==> config.mk <==
export PLATFORM = sky130hd
export DESIGN_NAME = gardner_ted_core_flat
export DESIGN_NICKNAME = d
export VERILOG_FILES = /design/src/rtl/gardner_ted_if.sv /design/src/rtl/gardner_ted_core.sv /design/src/flat_wrapper.sv
export SDC_FILE = /design/constraint.sdc
export NUM_CORES = 2
export LEC_CHECK = 0
export CORE_UTILIZATION = 60
export DETAILED_ROUTE_END_ITERATION = 7
export HOLD_SLACK_MARGIN = 0.1
export PLACE_DENSITY = 0.73
export RECOVER_POWER = 100
export SLEW_MARGIN = 10
export SYNTH_ARGS = -nofsm -noshare
export SYNTH_HDL_FRONTEND = slang
export SYNTH_SLANG_ARGS = --single-unit
export TNS_END_PERCENT = 50
==> constraint.sdc <==
create_clock -name clk_32M768 -period 14.4 [get_ports clk_32M768]
set_input_delay 4.32 -clock clk_32M768 [delete_from_list [all_inputs] [get_ports clk_32M768]]
set_output_delay 4.32 -clock clk_32M768 [all_outputs]
set_load 0.1 [all_outputs]
==> src/rtl/gardner_ted_if.sv <==
// I/Q sample and timing-error bundle for gardner_ted_core.
// master drives samples in; slave (the detector) returns the error and primed status.
interface gardner_ted_if #(
   parameter int unsigned WIDTH     = 16,
   parameter int unsigned OUT_WIDTH = 16
);
   logic                        in_valid;
   logic signed [WIDTH-1:0]     I;
   logic signed [WIDTH-1:0]     Q;
   logic                        error_valid;
   logic signed [OUT_WIDTH-1:0] error_n;
   logic                        primed;

   modport master (
      output in_valid, I, Q,
      input  error_valid, error_n, primed
   );

   modport slave (
      input  in_valid, I, Q,
      output error_valid, error_n, primed
   );
endinterface

==> src/rtl/gardner_ted_core.sv <==
// Gardner timing-error detector with SPS/2 and SPS sample delay lines and a 3-stage error pipeline.
// Define GARDNER_ERR_SAT_EN to saturate the narrowed error instead of wrapping it.
module gardner_ted_core #(
   parameter int unsigned WIDTH     = 16,
   parameter int unsigned SPS       = 32,
   parameter int unsigned OUT_WIDTH = 16,
   parameter int unsigned SHIFT     = 16
) (
   input  logic         clk_32M768,
   input  logic         rst,
   gardner_ted_if.slave bus
);
   localparam int unsigned AW = $clog2(SPS);
   localparam int unsigned DW = WIDTH + 1;
   localparam int unsigned PW = 2 * WIDTH + 1;
   localparam int unsigned SW = 2 * WIDTH + 2;
   localparam logic [AW-1:0] HALF = AW'(SPS / 2);
   localparam logic [AW:0]   FULL = (AW + 1)'(SPS);

   // Stale RAM contents never reach the output: results are gated by primed.
   logic signed [WIDTH-1:0] buf_i [SPS];
   logic signed [WIDTH-1:0] buf_q [SPS];

   logic [AW-1:0]           wptr_q;
   logic [AW:0]             fill_q;
   logic                    primed;

   logic signed [WIDTH-1:0] late_i, late_q, mid_i, mid_q;
   logic signed [DW-1:0]    diff_i_d, diff_q_d, diff_i_q, diff_q_q;
   logic signed [WIDTH-1:0] mid_i_q, mid_q_q;
   logic signed [PW-1:0]    prod_i_d, prod_q_d, prod_i_q, prod_q_q;
   logic signed [SW-1:0]    sum_sh;
   logic signed [OUT_WIDTH-1:0] err_d, err_q;
   logic                    v1_q, v2_q, ev_q;

   assign primed = (fill_q == FULL);

   always_comb begin
      late_i   = buf_i[wptr_q];
      late_q   = buf_q[wptr_q];
      mid_i    = buf_i[wptr_q - HALF];
      mid_q    = buf_q[wptr_q - HALF];
      diff_i_d = DW'(bus.I) - DW'(late_i);
      diff_q_d = DW'(bus.Q) - DW'(late_q);
      prod_i_d = PW'(mid_i_q) * PW'(diff_i_q);
      prod_q_d = PW'(mid_q_q) * PW'(diff_q_q);
      sum_sh   = (SW'(prod_i_q) + SW'(prod_q_q)) >>> SHIFT;
   end

`ifdef GARDNER_ERR_SAT_EN
   localparam logic signed [SW-1:0] SAT_MAX =
      {{(SW - OUT_WIDTH + 1){1'b0}}, {(OUT_WIDTH - 1){1'b1}}};
   localparam logic signed [SW-1:0] SAT_MIN = ~SAT_MAX;

   always_comb begin
      err_d = OUT_WIDTH'(sum_sh);
      if (sum_sh > SAT_MAX) begin
         err_d = OUT_WIDTH'(SAT_MAX);
      end else if (sum_sh < SAT_MIN) begin
         err_d = OUT_WIDTH'(SAT_MIN);
      end
   end
`else
   always_comb begin
      err_d = OUT_WIDTH'(sum_sh);
   end
`endif

   // Datapath registers: no reset needed, validity travels in v1/v2/ev.
   always_ff @(posedge clk_32M768) begin
      if (bus.in_valid) begin
         buf_i[wptr_q] <= bus.I;
         buf_q[wptr_q] <= bus.Q;
      end
      diff_i_q <= diff_i_d;
      diff_q_q <= diff_q_d;
      mid_i_q  <= mid_i;
      mid_q_q  <= mid_q;
      prod_i_q <= prod_i_d;
      prod_q_q <= prod_q_d;
   end

   always_ff @(posedge clk_32M768) begin
      if (rst) begin
         wptr_q <= '0;
         fill_q <= '0;
         v1_q   <= 1'b0;
         v2_q   <= 1'b0;
         ev_q   <= 1'b0;
         err_q  <= '0;
      end else begin
         if (bus.in_valid) begin
            wptr_q <= wptr_q + AW'(1);
            if (fill_q != FULL) begin
               fill_q <= fill_q + (AW + 1)'(1);
            end
         end
         // primed before this sample's accept: the first result needs a full SPS of history.
         v1_q <= bus.in_valid & primed;
         v2_q <= v1_q;
         ev_q <= v2_q;
         if (v2_q) begin
            err_q <= err_d;
         end
      end
   end

   assign bus.error_valid = ev_q;
   assign bus.error_n     = err_q;
   assign bus.primed      = primed;
endmodule

==> src/flat_wrapper.sv <==
// flat-port wrapper written by rule: the top's interface ports become plain ports
module gardner_ted_core_flat 
#(
   parameter int unsigned WIDTH     = 16,
   parameter int unsigned SPS       = 32,
   parameter int unsigned OUT_WIDTH = 16,
   parameter int unsigned SHIFT     = 16
)
  (clk_32M768, rst, bus_in_valid, bus_I, bus_Q, bus_error_valid, bus_error_n, bus_primed);
  gardner_ted_if #(.WIDTH(WIDTH), .OUT_WIDTH(OUT_WIDTH)) bus_i ();
  input  logic clk_32M768;
  input  logic rst;
  input wire logic [$bits(bus_i.in_valid)-1:0] bus_in_valid;
  input wire logic [$bits(bus_i.I)-1:0] bus_I;
  input wire logic [$bits(bus_i.Q)-1:0] bus_Q;
  output wire logic [$bits(bus_i.error_valid)-1:0] bus_error_valid;
  output wire logic [$bits(bus_i.error_n)-1:0] bus_error_n;
  output wire logic [$bits(bus_i.primed)-1:0] bus_primed;
  assign bus_i.in_valid = bus_in_valid;
  assign bus_i.I = bus_I;
  assign bus_i.Q = bus_Q;
  assign bus_error_valid = bus_i.error_valid;
  assign bus_error_n = bus_i.error_n;
  assign bus_primed = bus_i.primed;
  gardner_ted_core #(.WIDTH(WIDTH), .SPS(SPS), .OUT_WIDTH(OUT_WIDTH), .SHIFT(SHIFT)) u_core (.clk_32M768(clk_32M768), .rst(rst), .bus(bus_i));
endmodule
==> results.json <==
{
  "r2r_end": "u_core.buf_q[27][15]",
  "critPathLaunchType": "flop",
  "cts_max_path_buffers": 3,
  "viasPerCell": 6.53,
  "synth_cell_type_count": 69,
  "maxSlewViolCount": 688,
  "report.final.hold_viol_count": 0,
  "grt_first_pass_wirelength_um": 282000,
  "final.fill_count": 8335,
  "setup_violations": 0,
  "dpl_cell_area_sq_um": 75000,
  "multi_input_combinational_cell_area_sq_um": 35100,
  "route.final.wire_length_um": 186000,
  "ys_ff_latch": 1189,
  "drt_iter0_drc": 5327,
  "cts_post_setup_buffers_inserted": 0,
  "synth_edf_count": 1024,
  "placement_rows": 127,
  "die_area_sq_um": 122000,
  "syn-cell-area_sq_um": 72400,
  "detailedPlacementHpwl_um": 118000,
  "synthToLayoutAreaGrowth_pct": 8.45,
  "ys.flop_type": "sky130_fd_sc_hd__edfxtp_1",
  "grtUsageTotal": 0.315,
  "synth-seq-area-share": 0.470,
  "ff2ff_setup_slack_ps": 3770,
  "cts_repair_resize_count": 0,
  "design.final.nets": 5637,
  "timing.fmax_mhz": 94.1,
  "failing_checks": "capacitance limit, slew limit",
  "startpoint": "u_core.wptr_q[1]",
  "regToRegStartpoint": "u_core.wptr_q[1]",
  "slew_headroom": -5.47,
  "ff_latch_area_sq_um": 34100,
  "tightest_slew_ps": 9710,
  "synthTopCellsByArea": "sky130_fd_sc_hd__edfxtp_1, sky130_fd_sc_hd__mux4_2, sky130_fd_sc_hd__fa_1",
  "path_max_fanout": 145,
  "timing.reg2reg.worst_path_depth": 5,
  "share_of_flip_flops_with_an_asynchronous_set_or_reset": 0,
  "gr-total-overflow": 0,
  "hold_path_class": "flop to flop",
  "cts.hold.buffers_added": 0,
  "status": "complete, but fails checks",
  "die_ht_um": 349,
  "worst_hold_startpoint": "u_core.v1_q",
  "initial_core_util": 0.604,
  "maxCapViolations": 23,
  "clk-insertion-delay-late_ps": 780,
  "setup-tns-final_ps": 0,
  "die-width_um": 349,
  "synth_largest_type_area_fraction": 0.425,
  "syn-instance-count": 4807,
  "ant_nets": 0,
  "tritoncts_num_sinks": 1189,
  "dr_total_vias": 42687,
  "drive_gt1_frac": 0.173,
  "antenna_found_initial": 14,
  "post-route-cell-area_sq_um": 78500,
  "drcViolationCount": 0,
  "h-tree-depth": 3,
  "grt_setup_unrepaired": "false",
  "post_synth.cell_area_avg_sq_um": 15.1,
  "post_synthesis_net_count": 5616,
  "cts_tree": "yes",
  "worstSetupEndpointType": "flop",
  "grt_pass1_vias": 44123,
  "critPathRequiredTime_ps": 14780,
  "timing.setup.critical_path_class": "flop to flop",
  "drt_pass1_iterations": 6,
  "root_buffer": "sky130_fd_sc_hd__clkbuf_16",
  "timing.critical_path.to": "u_core.buf_q[27][15]",
  "yosys_warnings": 0,
  "cts_inserted_buffers": 120,
  "total_core_area_sq_um": 120000,
  "gpl.final_weighted_congestion": 0.885,
  "synth.largest_area_cell": "sky130_fd_sc_hd__edfxtp_1",
  "post_cts_clock_slew_at_the_launch_and_capture_registers_of_the_worst_setup_and_hold_paths_ps": 60,
  "ios": 53,
  "port_buffers": 52,
  "timing.clock.skew_ps": 92.2,
  "layout_min_cycle_time_ps": 10630,
  "critical_path_arrival_ps": 11010,
  "final_min_period_over_clock_period": 0.738,
  "wl_per_cell_um": 28.5,
  "grt_max_degree": 146
}
==> Yosys cell counts (all sizes together), types with 3 or more instances <==
| cell | instances |
|---|---|
| or3 | 5 |
| mux4 | 576 |
| nand2 | 308 |
| xnor2 | 90 |
| a21boi | 7 |
| o211ai | 7 |
| ha | 232 |
| nand3 | 34 |
| nand4 | 42 |
| nor3b | 3 |
| a2111oi | 3 |
| nor4 | 6 |
| xor2 | 30 |
| and2 | 254 |
| nand3b | 4 |
| clkbuf | 174 |
| o21ai | 49 |
| a21oi | 69 |
| o2111ai | 4 |
| edfxtp | 1024 |
| a31o | 4 |
| fa | 542 |
| or2 | 6 |
| o22ai | 5 |
| o31ai | 3 |
| nor2b | 13 |
| a22oi | 128 |
| mux2i | 38 |
| a211oi | 15 |
| a31oi | 8 |
| buf | 72 |
| nand2b | 18 |
| dfxtp | 165 |
| nor2 | 139 |
| nor3 | 22 |
| inv | 622 |
| o21a | 10 |
| o21bai | 10 |
| a21o | 35 |
| o41ai | 3 |
| and3 | 8 |
==> layout by cell type (no fill, tap or decap), types with 35 or more instances in the layout <==
cell type	n
sky130_fd_sc_hd__nand4_1	42
sky130_fd_sc_hd__edfxtp_1	1024
sky130_fd_sc_hd__mux4_2	576
sky130_fd_sc_hd__fa_1	542
sky130_fd_sc_hd__dfxtp_1	159
sky130_fd_sc_hd__dlygate4sd3_1	51
sky130_fd_sc_hd__and2_1	239
sky130_fd_sc_hd__xnor2_1	90
sky130_fd_sc_hd__nor2_1	121
sky130_fd_sc_hd__clkbuf_1	66
sky130_fd_sc_hd__a21o_1	35
sky130_fd_sc_hd__a21oi_1	69
sky130_fd_sc_hd__mux2i_1	38
sky130_fd_sc_hd__a22oi_1	128
sky130_fd_sc_hd__clkbuf_16	120
sky130_fd_sc_hd__buf_4	63
sky130_fd_sc_hd__o21ai_0	48
sky130_fd_sc_hd__inv_1	621
sky130_fd_sc_hd__nand2_1	308
sky130_fd_sc_hd__ha_1	232
==> cells by family (layout without fill, tap and decap cells) <==
group	after synthesis	count (layout)	share of synthesized area
buf+inv	868	985	0.0459
xor+xnor	120	120	0.0145
other cells	0	6	0
flops	1189	1189	0.470
simple gates	869	869	0.0591
compound gates	371	371	0.0354
fa+ha+maj	774	774	0.190
mux	616	616	0.185
==> how the worst min path moves through the flow <==
stage / to / slack (ps) / cells after the start
floorplan: u_core.v2_q / 410 / 1
global placement: u_core.v2_q / 430 / 1
detailed placement: u_core.v2_q / 420 / 1
CTS: u_core.v2_q / 440 / 1
global route: u_core.v2_q / 460 / 1
finish: u_core.v2_q / 440 / 1
==> critical path, cell delays in order (launching register included) <==
cell	delay, ps
sky130_fd_sc_hd__dfxtp_4	650
sky130_fd_sc_hd__clkbuf_1	6740
sky130_fd_sc_hd__ha_1	950
sky130_fd_sc_hd__nand2_1	530
sky130_fd_sc_hd__nor2_4	740
sky130_fd_sc_hd__buf_4	540
==> stage by stage <==
step	setup WS (ps)	hold WS (ps)	utilization	cells
2_1_floorplan	7730	414	-	4807
3_3_place_gp	6120	426	0.626	6318
4_1_cts	6860	445	0.657	6536
3_5_place_dp	6120	424	0.626	6318
5_1_grt	3450	460	0.655	6537
6_report	3770	438	0.655	6542
==> routing by layer <==
metal,up-vias,global-route usage,wire length [um]
met5,-,0,65
met4,8,0.0950,6330
met3,399,0.0734,20600
met2,2460,0.498,88500
met1,22233,0.442,70700
li1,17587,-,-
==> sequential cells by signal (all words and copies together) (netlist names), named ones only <==
register and flops:
u_core.buf_i 512, u_core.buf_q 512, u_core.bus.error_n 16, u_core.bus.error_valid 1, u_core.diff_i_q 17, u_core.diff_q_q 17, u_core.fill_q 6, u_core.mid_i_q 16
u_core.mid_q_q 16, u_core.prod_i_q 32, u_core.prod_q_q 32, u_core.v1_q 1, u_core.v2_q 1, u_core.wptr_q 5
==> final cells by class <==
cell class                      count  area share
Timing Repair Buffer              145      0.0147
Tap cell                         1612      0.0257
Clock buffer                      160      0.0403
Clock inverter                     58     0.00806
Multi-Input combinational cell   2750       0.447
Sequential cell                  1189       0.434
Antenna cell                        6    0.000191
Inverter                          622      0.0297
Power is left out: the tool's default activity adds up to more than one toggle a clock period on the data nets, which glitch-free logic cannot reach.
